## config.mk

```make
export PLATFORM = sky130hd
export DESIGN_NAME = mc_control_fsm_flat
export DESIGN_NICKNAME = d
export VERILOG_FILES = /design/src/rtl/mc_ctrl_pkg.sv /design/src/rtl/mc_control_fsm_if.sv /design/src/rtl/mc_ctrl_decode.sv /design/src/rtl/mc_control_fsm.sv /design/src/flat_wrapper.sv
export SDC_FILE = /design/constraint.sdc
export NUM_CORES = 1
export LEC_CHECK = 0
export BUFFER_PORTS_ARGS = -buffer_cell sky130_fd_sc_hd__buf_4
export CORE_ASPECT_RATIO = 1.4
export CORE_MARGIN = 2
export CORE_UTILIZATION = 40
export CTS_CLUSTER_SIZE = 25
export DETAILED_ROUTE_END_ITERATION = 7
export PLACE_DENSITY = 0.76
export SYNTH_ARGS = -nofsm -noshare
export SYNTH_HDL_FRONTEND = slang
export SYNTH_SLANG_ARGS = --single-unit
```

## constraint.sdc

```tcl
create_clock -name clk -period 1.7 [get_ports clk]
set_input_delay 0.34 -clock clk [delete_from_list [all_inputs] [get_ports clk]]
set_output_delay 0.34 -clock clk [all_outputs]
set_load 0.02 [all_outputs]
```

## src/rtl/mc_ctrl_pkg.sv

```systemverilog
// Shared types and encodings for the multi-cycle RV32I control sequencer.
package mc_ctrl_pkg;

    typedef enum logic [2:0] {
        S_IDLE   = 3'd0,
        S_FETCH  = 3'd1,
        S_DECODE = 3'd2,
        S_EXEC   = 3'd3,
        S_MEM    = 3'd4,
        S_WB     = 3'd5,
        S_TRAP   = 3'd6
    } state_t;

    typedef enum logic [3:0] {
        CL_ALU_R,
        CL_ALU_I,
        CL_LOAD,
        CL_STORE,
        CL_BRANCH,
        CL_JAL,
        CL_JALR,
        CL_LUI,
        CL_AUIPC,
        CL_FENCE,
        CL_ILLEGAL
    } instr_class_t;

    localparam logic [2:0] IMM_I = 3'd0;
    localparam logic [2:0] IMM_S = 3'd1;
    localparam logic [2:0] IMM_B = 3'd2;
    localparam logic [2:0] IMM_J = 3'd3;
    localparam logic [2:0] IMM_U = 3'd4;

    localparam logic [6:0] OP_ALU_I  = 7'b0010011;
    localparam logic [6:0] OP_LOAD   = 7'b0000011;
    localparam logic [6:0] OP_JALR   = 7'b1100111;
    localparam logic [6:0] OP_STORE  = 7'b0100011;
    localparam logic [6:0] OP_BRANCH = 7'b1100011;
    localparam logic [6:0] OP_JAL    = 7'b1101111;
    localparam logic [6:0] OP_LUI    = 7'b0110111;
    localparam logic [6:0] OP_AUIPC  = 7'b0010111;
    localparam logic [6:0] OP_ALU_R  = 7'b0110011;
    localparam logic [6:0] OP_FENCE  = 7'b0001111;

    localparam logic [3:0] ALU_ADD   = 4'b0000;
    localparam logic [3:0] ALU_SUB   = 4'b1000;
    localparam logic [3:0] ALU_SLL   = 4'b0001;
    localparam logic [3:0] ALU_SLT   = 4'b0010;
    localparam logic [3:0] ALU_SLTU  = 4'b0011;
    localparam logic [3:0] ALU_XOR   = 4'b0100;
    localparam logic [3:0] ALU_SRL   = 4'b0101;
    localparam logic [3:0] ALU_SRA   = 4'b1101;
    localparam logic [3:0] ALU_OR    = 4'b0110;
    localparam logic [3:0] ALU_AND   = 4'b0111;
    localparam logic [3:0] ALU_PASSB = 4'b1111;

    localparam logic [1:0] PC_SEL_PC4  = 2'd0;
    localparam logic [1:0] PC_SEL_ALU  = 2'd1;
    localparam logic [1:0] PC_SEL_JALR = 2'd2;

    localparam logic [1:0] WB_SEL_ALU = 2'd0;
    localparam logic [1:0] WB_SEL_MEM = 2'd1;
    localparam logic [1:0] WB_SEL_PC4 = 2'd2;

endpackage

```

## src/rtl/mc_control_fsm_if.sv

```systemverilog
// Memory port handshake between the sequencer (master) and memory (slave).
interface mc_control_fsm_if;
    logic mem_req;
    logic mem_we;
    logic mem_is_fetch;
    logic mem_ready;

    modport master (output mem_req, output mem_we, output mem_is_fetch, input mem_ready);
    modport slave  (input mem_req, input mem_we, input mem_is_fetch, output mem_ready);
endinterface

```

## src/rtl/mc_ctrl_decode.sv

```systemverilog
// Combinational opcode classifier: instruction class, immediate format, ALU op.
module mc_ctrl_decode
    import mc_ctrl_pkg::*;
(
    input  logic [31:0]   i_instr,
    output instr_class_t  o_class,
    output logic [2:0]    o_imm_sel,
    output logic [3:0]    o_alu_op,
    output logic          o_illegal
);

    logic [2:0] w_funct3;
    logic       w_shift;
    logic       w_unused_bits;

    assign w_funct3      = i_instr[14:12];
    assign w_shift       = (w_funct3 == 3'b001) || (w_funct3 == 3'b101);
    // Remaining fields are consumed by the datapath, not by classification.
    assign w_unused_bits = ^{i_instr[31], i_instr[29:15], i_instr[11:7]};
    assign o_illegal     = (o_class == CL_ILLEGAL);

    // Map opcode to class, immediate format and ALU operation.
    always_comb begin
        o_class   = CL_ILLEGAL;
        o_imm_sel = IMM_I;
        o_alu_op  = ALU_ADD;
        case (i_instr[6:0])
            OP_ALU_R: begin
                o_class  = CL_ALU_R;
                o_alu_op = {i_instr[30], w_funct3};
            end
            OP_ALU_I: begin
                o_class  = CL_ALU_I;
                o_alu_op = {i_instr[30] & w_shift, w_funct3};
            end
            OP_LOAD:   o_class = CL_LOAD;
            OP_JALR:   o_class = CL_JALR;
            OP_STORE: begin
                o_class   = CL_STORE;
                o_imm_sel = IMM_S;
            end
            OP_BRANCH: begin
                o_class   = CL_BRANCH;
                o_imm_sel = IMM_B;
            end
            OP_JAL: begin
                o_class   = CL_JAL;
                o_imm_sel = IMM_J;
            end
            OP_LUI: begin
                o_class   = CL_LUI;
                o_imm_sel = IMM_U;
                o_alu_op  = ALU_PASSB;
            end
            OP_AUIPC: begin
                o_class   = CL_AUIPC;
                o_imm_sel = IMM_U;
            end
            OP_FENCE:  o_class = CL_FENCE;
            default:   o_class = CL_ILLEGAL;
        endcase
    end

endmodule

```

## src/rtl/mc_control_fsm.sv

```systemverilog
// Multi-cycle control sequencer: FETCH/DECODE/EXEC/MEM/WB with memory wait timeout trap.
module mc_control_fsm
    import mc_ctrl_pkg::*;
#(
    parameter int TIMEOUT = 256,
    parameter int CNT_W   = 8
) (
    input  logic                    clk,
    input  logic                    rst_n,
    mc_control_fsm_if.master        mem_bus,
    input  logic [31:0]             instr,
    input  logic                    br_taken,
    output logic                    ir_we,
    output logic                    pc_we,
    output logic [1:0]              pc_sel,
    output logic [2:0]              imm_sel,
    output logic                    alu_a_sel,
    output logic                    alu_b_sel,
    output logic [3:0]              alu_op,
    output logic                    alu_out_we,
    output logic                    reg_we,
    output logic [1:0]              wb_sel,
    output logic                    trap,
    output logic [2:0]              state_o
);

    localparam logic [CNT_W-1:0] CNT_LAST = CNT_W'(TIMEOUT - 1);

    state_t           r_state;
    state_t           w_state_next;
    logic [CNT_W-1:0] r_cnt;
    instr_class_t     w_class;
    logic [2:0]       w_imm_sel;
    logic [3:0]       w_alu_op;
    logic             w_illegal;
    logic             w_timeout;
    logic             w_mem_req;
    logic             w_mem_we;
    logic             w_mem_is_fetch;

    mc_ctrl_decode u_decode (
        .i_instr   (instr),
        .o_class   (w_class),
        .o_imm_sel (w_imm_sel),
        .o_alu_op  (w_alu_op),
        .o_illegal (w_illegal)
    );

    assign w_timeout            = (r_cnt == CNT_LAST) && !mem_bus.mem_ready;
    assign mem_bus.mem_req      = w_mem_req;
    assign mem_bus.mem_we       = w_mem_we;
    assign mem_bus.mem_is_fetch = w_mem_is_fetch;
    assign state_o              = r_state;

    // State register.
    always_ff @(posedge clk or negedge rst_n) begin
        if (!rst_n) r_state <= S_IDLE;
        else        r_state <= w_state_next;
    end

    // Memory wait counter; any state change or ack clears it, which covers entry to FETCH/MEM.
    always_ff @(posedge clk or negedge rst_n) begin
        if (!rst_n)
            r_cnt <= '0;
        else if (w_mem_req && !mem_bus.mem_ready && (w_state_next == r_state))
            r_cnt <= r_cnt + CNT_W'(1);
        else
            r_cnt <= '0;
    end

    // Next-state and datapath control decode.
    always_comb begin
        w_state_next   = r_state;
        w_mem_req      = 1'b0;
        w_mem_we       = 1'b0;
        w_mem_is_fetch = 1'b0;
        ir_we          = 1'b0;
        pc_we          = 1'b0;
        pc_sel         = PC_SEL_PC4;
        imm_sel        = IMM_I;
        alu_a_sel      = 1'b0;
        alu_b_sel      = 1'b0;
        alu_op         = ALU_ADD;
        alu_out_we     = 1'b0;
        reg_we         = 1'b0;
        wb_sel         = WB_SEL_ALU;
        trap           = 1'b0;
        case (r_state)
            S_IDLE: w_state_next = S_FETCH;
            S_FETCH: begin
                w_mem_req      = 1'b1;
                w_mem_is_fetch = 1'b1;
                if (mem_bus.mem_ready) begin
                    ir_we        = 1'b1;
                    w_state_next = S_DECODE;
                end else if (w_timeout) begin
                    w_state_next = S_TRAP;
                end
            end
            S_DECODE: begin
                imm_sel      = w_imm_sel;
                w_state_next = w_illegal ? S_TRAP : S_EXEC;
            end
            S_EXEC: begin
                imm_sel    = w_imm_sel;
                alu_op     = w_alu_op;
                alu_out_we = 1'b1;
                case (w_class)
                    CL_ALU_I, CL_LOAD, CL_STORE, CL_JALR, CL_LUI: alu_b_sel = 1'b1;
                    CL_AUIPC, CL_JAL, CL_BRANCH: begin
                        alu_a_sel = 1'b1;
                        alu_b_sel = 1'b1;
                    end
                    default: ;
                endcase
                case (w_class)
                    CL_BRANCH: begin
                        pc_we        = 1'b1;
                        pc_sel       = br_taken ? PC_SEL_ALU : PC_SEL_PC4;
                        w_state_next = S_FETCH;
                    end
                    CL_FENCE: begin
                        pc_we        = 1'b1;
                        w_state_next = S_FETCH;
                    end
                    CL_LOAD, CL_STORE: w_state_next = S_MEM;
                    default:           w_state_next = S_WB;
                endcase
            end
            S_MEM: begin
                w_mem_req = 1'b1;
                w_mem_we  = (w_class == CL_STORE);
                if (mem_bus.mem_ready) begin
                    if (w_class == CL_STORE) begin
                        pc_we        = 1'b1;
                        w_state_next = S_FETCH;
                    end else begin
                        w_state_next = S_WB;
                    end
                end else if (w_timeout) begin
                    w_state_next = S_TRAP;
                end
            end
            S_WB: begin
                reg_we       = (instr[11:7] != 5'd0);
                pc_we        = 1'b1;
                w_state_next = S_FETCH;
                case (w_class)
                    CL_LOAD: wb_sel = WB_SEL_MEM;
                    CL_JAL: begin
                        wb_sel = WB_SEL_PC4;
                        pc_sel = PC_SEL_ALU;
                    end
                    CL_JALR: begin
                        wb_sel = WB_SEL_PC4;
                        pc_sel = PC_SEL_JALR;
                    end
                    default: ;
                endcase
            end
            S_TRAP:  trap = 1'b1;
            default: w_state_next = S_IDLE;
        endcase
    end

endmodule
```

## src/flat_wrapper.sv

```systemverilog
// flat-port wrapper written by rule: the top's interface ports become plain ports
module mc_control_fsm_flat import mc_ctrl_pkg::*;
#(
    parameter int TIMEOUT = 256,
    parameter int CNT_W   = 8
)
  (clk, rst_n, instr, br_taken, ir_we, pc_we, pc_sel, imm_sel, alu_a_sel, alu_b_sel, alu_op, alu_out_we, reg_we, wb_sel, trap, state_o, mem_bus_mem_req, mem_bus_mem_we, mem_bus_mem_is_fetch, mem_bus_mem_ready);
  mc_control_fsm_if mem_bus_i ();
  input  logic clk;
  input  logic rst_n;
  input  logic [31:0] instr;
  input  logic br_taken;
  output logic ir_we;
  output logic pc_we;
  output logic [1:0] pc_sel;
  output logic [2:0] imm_sel;
  output logic alu_a_sel;
  output logic alu_b_sel;
  output logic [3:0] alu_op;
  output logic alu_out_we;
  output logic reg_we;
  output logic [1:0] wb_sel;
  output logic trap;
  output logic [2:0] state_o;
  output wire logic [$bits(mem_bus_i.mem_req)-1:0] mem_bus_mem_req;
  output wire logic [$bits(mem_bus_i.mem_we)-1:0] mem_bus_mem_we;
  output wire logic [$bits(mem_bus_i.mem_is_fetch)-1:0] mem_bus_mem_is_fetch;
  input wire logic [$bits(mem_bus_i.mem_ready)-1:0] mem_bus_mem_ready;
  assign mem_bus_mem_req = mem_bus_i.mem_req;
  assign mem_bus_mem_we = mem_bus_i.mem_we;
  assign mem_bus_mem_is_fetch = mem_bus_i.mem_is_fetch;
  assign mem_bus_i.mem_ready = mem_bus_mem_ready;
  mc_control_fsm #(.TIMEOUT(TIMEOUT), .CNT_W(CNT_W)) u_core (.clk(clk), .rst_n(rst_n), .mem_bus(mem_bus_i), .instr(instr), .br_taken(br_taken), .ir_we(ir_we), .pc_we(pc_we), .pc_sel(pc_sel), .imm_sel(imm_sel), .alu_a_sel(alu_a_sel), .alu_b_sel(alu_b_sel), .alu_op(alu_op), .alu_out_we(alu_out_we), .reg_we(reg_we), .wb_sel(wb_sel), .trap(trap), .state_o(state_o));
endmodule
```

==> metrics.md, run 1 <==
| Metric | Value |
|---|---|
| Maximum clock path buffer count | `2` |
| WHS | `about 440 ps` |
| Crit share post-route | `1.16` |
| Top cells by area, synth | `dfrtp_1, nor2_1, xor2_1` |
| GR Overflow Total | `0` |
| Cell taking the most area after synthesis | `dfrtp_1` |
| Most common cell after layout, fill and taps aside | `buf_4` |
| Post-Synthesis Cells | `around 140` |
| Sequential area share after synthesis | `0.251` |
| Fin crit period | `1980 ps` |
| Synthesized flop and latch total | `11` |
| Yosys top cell area share | `0.251` |
| CP top delay family | `simple AND/OR/NAND/NOR gates` |
| Routed length per instance | `~17 um` |
| Sw power | `838 uW` |
| Worst-margin pin slew | `about 450 ps` |
| Slew headroom | `0.702` |
| Nets | `around 260` |
| CTS Root Cell | `clkbuf_4` |
| CTS Sinks | `11` |
| First-pass GRT wire length | `roughly 5800 um` |
| ANT nets after route | `0` |
| Drt drc | `0` |
| CTS tree | `done` |
| Iter 0 DRT Violations | `39` |
| Post-synth EDFFs | `0` |
| Cell area after layout | `slightly above 2000 sq um` |
| Fmax | `505 MHz` |
| Critical Path AT | `1640 ps` |
| Total track usage | `0.250` |
| Largest net degree at the start of global routing | `14` |
| CP Cell Sequence | `buf_8 -> or3_4 -> nor3_4 -> o211ai_2 -> a21oi_4 -> buf_6` |
| Status | `finished, violations left` |
| CP Buf/Inv Count | `2` |
| Setup crit start kind | `primary input` |
| Clock Power Share | `0.094` |
| Clock Latency Late Sink | `270 ps` |
| Share of async-settable or async-resettable flops after synthesis | `1.00` |
| Clk_skew | `approximately 5 ps` |
| Number of global-route vias before repair | `1438` |
| Critical Path End Type | `output port` |
| Core Box Area | `2620 sq um` |
| Final RePlAce weighted congestion | `about 0.86` |
| Cells after DPL | `246` |
| Final WS setup | `-279 ps` |
| Initial antenna violation count | `0` |
| Clock-pin slew on the worst setup and hold paths | `70 ps` |
| Max-slew violations | `0` |
| Mapped Avg Cell Area | `7.63 sq um` |
| Synthesized area | `between 1000 and 1500 sq um` |
| Pre-antenna DRT Iters | `4` |
| VDD IR-drop max | `0.789 mV` |
| Failing checks | `negative setup slack` |
| Share of cells above drive strength 1 | `0.573` |
| Critical path required time | `1360 ps` |
| Placed Area | `between 1500 and 2000 sq um` |
| Die width | `approximately 48 um` |
| Rows | `22` |
| Netlist cell types | `50` |
| Commonest non-fill, non-tap cells in the layout | `buf_4, buf_6, nor2_1, dfrtp_1, xor2_1` |
| Crit Path Category | `in2out` |
| Antenna Cells | `0` |
| H-Tree Depth | `1` |
| Final setup violation count | `14` |
| Syn_nets | `approximately 180` |
| RSZ-0062 raised after global routing | `true` |
| Vias/cell | `5.76` |
| Total power | `1820 uW` |
| Critical path peak fanout | `5` |
| HP Class | `in2async` |
| Starting density of the core | `0.420` |
| Max incr delay on CP | `about 430 ps` |
| Inserted Clock Buffers | `3` |
| Yosys warns | `0` |
| Layout Cells excl Fill | `256` |
| Max_cap viols | `0` |
| Chip height | `between 60 and 70 um` |
| Slowest cell on crit path | `or3_4` |
| Pwr Density | `883 nW/um^2` |
| Pre-CTS setup slack | `-235 ps` |
| Vias | `1474` |
| HPWL Detailed | `2900 um` |
| Layout area overhead | `87.4%` |
| Aggregate routed wire length | `4290 um` |
| Leakage | `0.000893 uW` |
| Flop pwr share | `0.198` |
| Die area | `about 3200 sq um` |
| Internal power | `979 uW` |
| IO buf count | `43` |
| Boundary Pins | `60` |
| Combinational power share | `0.708` |
| Final hold violations | `0` |
| Ys flop type | `dfrtp_1` |
| Switching share of power | `0.461` |
-- worst reg2reg max path: stages (launching register included) --
cell     delay (ps)
dfrtp_1         420
ha_1            300
a41oi_2         270
nand2_1         210
nor2_1          150
-- cell families after synthesis --
| kind of cell | after synthesis | share of synthesized area |
|---|---|---|
| AOI/OAI and AO/OA | 38 | 0.243 |
| buffers and inverters | 14 | 0.0626 |
| xor gates and xnor gates | 8 | 0.0638 |
| and+or+nand+nor | 72 | 0.369 |
| DFF | 11 | 0.251 |
| adders and majority gates | 1 | 0.0114 |
-- path summary, 6_finish.rpt --
check / cells after the start / slack [ps] / from / to
setup / recovery: 6 / -280 / instr[6] / alu_op[3]
hold / removal: 2 / 440 / rst_n / u_core.r_cnt[6]$_DFF_PN0_
setup reg to reg: 4 / 280 / u_core.r_cnt[0]$_DFF_PN0_ / u_core.r_cnt[6]$_DFF_PN0_
hold reg to reg: 1 / 520 / u_core.r_cnt[0]$_DFF_PN0_ / u_core.r_cnt[0]$_DFF_PN0_
max in group asynchronous: 2 / 1100 / rst_n / u_core.state_o[2]$_DFF_PN0_
min in group clk: 3 / 450 / mem_bus_mem_ready / u_core.state_o[1]$_DFF_PN0_
-- per-layer routing --
layer  part of all wire  vias to the layer above  GRT usage
li1                   -                      690          -
met1               0.34                      701      0.232
met2               0.58                       69      0.492
met3              0.054                       14     0.0191
met4              0.033                        0      0.115
met5                  0                        -          0
-- state kept, by name, indices dropped and copies added, names as in the netlist --
name	count
u_core.state_o	3
u_core.r_cnt	8
-- area by class of cell --
| type | instances | area (sq um) |
|---|---|---|
| Tap cell | 36 | 45.0 |
| Inverter | 7 | 28.8 |
| Multi-Input combinational cell | 119 | 1000 |
| Timing Repair Buffer | 79 | 678 |
| Clock buffer | 4 | 26.3 |
| Fill cell | 153 | 557 |
| Sequential cell | 11 | 278 |
-- through the flow --
step	util	TNS [ps]
after detailed placement	0.678	-1740
final	0.787	-2170
after global routing	0.787	-3010
after global placement	0.678	-1400
after floorplan	-	-214
after CTS	0.740	-1680
-- synthesized netlist by cell type (2+ instances only) --
| library cell | count |
|---|---|
| a21oi_1 | 7 |
| a22oi_1 | 2 |
| a31oi_1 | 3 |
| and2_1 | 2 |
| and3_1 | 4 |
| buf_2 | 4 |
| dfrtp_1 | 11 |
| inv_1 | 7 |
| nand2_1 | 13 |
| nand2b_1 | 3 |
| nand3_1 | 5 |
| nand4_1 | 4 |
| nor2_1 | 17 |
| nor2b_1 | 3 |
| nor3_1 | 7 |
| nor4_1 | 3 |
| o21ai_0 | 7 |
| o22ai_1 | 3 |
| o31a_1 | 2 |
| xnor2_1 | 2 |
| xor2_1 | 6 |
-- what timing repair did --
| action | CTS | global route |
|---|---|---|
| buffers inserted | 2 | 4 |
| hold endpoints to repair | 11 | 0 |
| gates cloned | 0 | 0 |
| setup endpoints to repair | 15 | 18 |
| hold buffers | 1 | 0 |
| pin swaps | 7 | 14 |
| gates resized for setup | 28 | 27 |
-- power groups by stage --
stage                     Clock (uW)  Sequential (uW)  Combinational (uW)
after detailed placement           0              364                 961
after global routing             195              362                1370
final                            171              359                1290
after floorplan                    0              400                 538
after CTS                        180              357                1120
after global placement             0              363                 943
Power figures use the tool's default switching activity.
==> inputs of run 2 (changes only) <==
Settings changed: CTS_BUF_LIST set to sky130_fd_sc_hd__clkbuf_2, GPL_TIMING_DRIVEN set to 0.
==> run 2 against run 1 <==
Net effect: the run still ends with negative setup slack left; first-iteration DRC count up 120%; sequential share of layout area fell by 0.41 points; maximum frequency shrank 1.9%; critical path depth decreased by 1; design area rose by 3.2%; core utilization rose by 2.5 points; largest cell class unchanged; highest routed layer unchanged.
==> metrics.md, run 2 (synthesis results as in run 1) <==
| Metric | Value |
|---|---|
| Leakage | `between 0.0009 and 0.001 uW` |
| WHS | `434 ps` |
| Clk_skew | `7.68 ps` |
| Layout Cells excl Fill | `262` |
| Sw power | `972 uW` |
| Status | `finished, violations left` |
| Core Box Area | `2620 sq um` |
| Maximum clock path buffer count | `2` |
| Vias | `1622` |
| Final hold violations | `0` |
| Chip height | `66.0 um` |
| Post-Route Utilization | `0.812` |
| Routed length per instance | `20.0 um` |
| Clock Latency Late Sink | `~260 ps` |
| Die area | `between 3000 and 4000 sq um` |
| Iter 0 DRT Violations | `86` |
| Cells after DPL | `around 220` |
| Final setup violation count | `20` |
| Max FFs per register | `8` |
| Final RePlAce weighted congestion | `0.906` |
| Clock Power Share | `0.071` |
| Top reg by flops | `u_core.r_cnt` |
| Rows | `22` |
| Combinational power share | `0.751` |
| First-pass GRT wire length | `6550 um` |
| IO buf count | `42` |
| Critical Path End Type | `output port` |
| GR Overflow Total | `0` |
| CTS Sinks | `11` |
| Antenna Cells | `0` |
| Fmax | `roughly 500 MHz` |
| Boundary Pins | `60` |
| Cell area after layout | `2120 sq um` |
| Nets | `264` |
| H-Tree Depth | `1` |
| Largest net degree at the start of global routing | `12` |
| HP Class | `in2async` |
| Aggregate routed wire length | `~5200 um` |
| Final WS setup | `-317 ps` |
| VDD IR-drop max | `0.977 mV` |
| Failing checks | `negative setup slack` |
| Total track usage | `0.284` |
| Flop pwr share | `0.178` |
| Critical path required time | `between 1000 and 1500 ps` |
| Share of cells above drive strength 1 | `0.584` |
| Max-slew violations | `0` |
| Slew headroom | `0.682` |
| Clock-pin slew on the worst setup and hold paths | `110 ps` |
| Starting density of the core | `0.420` |
| Vias/cell | `slightly above 6` |
| Internal power | `1110 uW` |
| Layout area overhead | `93.3%` |
| Pwr Density | `980 nW/um^2` |
| Die width | `48.3 um` |
| Crit share post-route | `1.19` |
| Crit Path Category | `reg2out` |
| RSZ-0062 raised after global routing | `true` |
| Switching share of power | `0.467` |
| Pre-antenna DRT Iters | `4` |
| Commonest non-fill, non-tap cells in the layout | `buf_4, buf_6, nor2_1, dfrtp_1, nand2_1` |
| CTS tree | `done` |
| Max_cap viols | `0` |
| Fin crit period | `approximately 2000 ps` |
| Critical path peak fanout | `3` |
| Total power | `2080 uW` |
| Placed Area | `1590 sq um` |
| Setup crit start kind | `register` |
| Initial antenna violation count | `0` |
| Most common cell after layout, fill and taps aside | `buf_4` |
| Drt drc | `0` |
| HPWL Detailed | `2540 um` |
| Critical Path AT | `between 1500 and 2000 ps` |
| Inserted Clock Buffers | `3` |
| CTS Root Cell | `clkbuf_2` |
| ANT nets after route | `0` |
| Number of global-route vias before repair | `1505` |
| Worst-margin pin slew | `476 ps` |
==> run 2: final cells by class <==
class	instances	area, sq um
fill	150	492
buffer	6	82.6
inverter	7	31.3
tap	36	45.0
sequential	11	278
timing repair buffer	79	682
clock buffer	4	20.0
multi-input combinational	119	985
==> run 2: power by group through the flow <==
stage               Sequential [uW]  Clock [uW]  Combinational (uW)
floorplan                       400           0                 538
global placement                375           0                 850
detailed placement              379           0                 867
global route                    375         163                1630
finish                          370         149                1560
CTS                             363         152                1160
==> run 2: critical path, stage by stage (launching register included) <==
cell and delay (ps):
dfrtp_2 420, nand3b_1 230, or2_4 290, buf_4 140, nor4_4 150, buf_4 190
==> run 2: path summary, 6_finish.rpt <==
path,startpoint,endpoint,slack (ps),depth (start not counted)
hold / removal,rst_n,u_core.r_cnt[7]$_DFF_PN0_,430,2
min in group clk,mem_bus_mem_ready,u_core.state_o[1]$_DFF_PN0_,460,3
setup reg to reg,u_core.state_o[1]$_DFF_PN0_,u_core.state_o[2]$_DFF_PN0_,-30,7
hold reg to reg,u_core.r_cnt[5]$_DFF_PN0_,u_core.r_cnt[5]$_DFF_PN0_,560,2
max in group asynchronous,rst_n,u_core.state_o[2]$_DFF_PN0_,1100,2
setup / recovery,u_core.state_o[1]$_DFF_PN0_,wb_sel[0],-320,5
==> run 2: timing repair <==
| action | 4_1_cts | 5_1_grt |
|---|---|---|
| hold buffers | 1 | 0 |
| cloned | 0 | 0 |
| hold endpoints to repair | 11 | 0 |
| setup buffers | 24 | 12 |
| resized for setup | 42 | 21 |
| endpoints found under the setup margin | 16 | 25 |
| pin swaps | 11 | 12 |
==> run 2: stage by stage <==
stage / worst slack (ps) / setup TNS [ps]
after floorplan: -89.8 / -214
after detailed placement: -317 / -2230
after global routing: -362 / -4530
after CTS: -320 / -2200
after global placement: -293 / -1900
final: -317 / -3400
==> run 2: metal layers <==
metal | vias up | routed length [um] | GRT usage
li1 | 700 | - | -
met1 | 784 | 1820 | 0.274
met2 | 107 | 2820 | 0.518
met3 | 31 | 348 | 0.0328
met4 | 0 | 252 | 0.179
met5 | - | 0 | 0
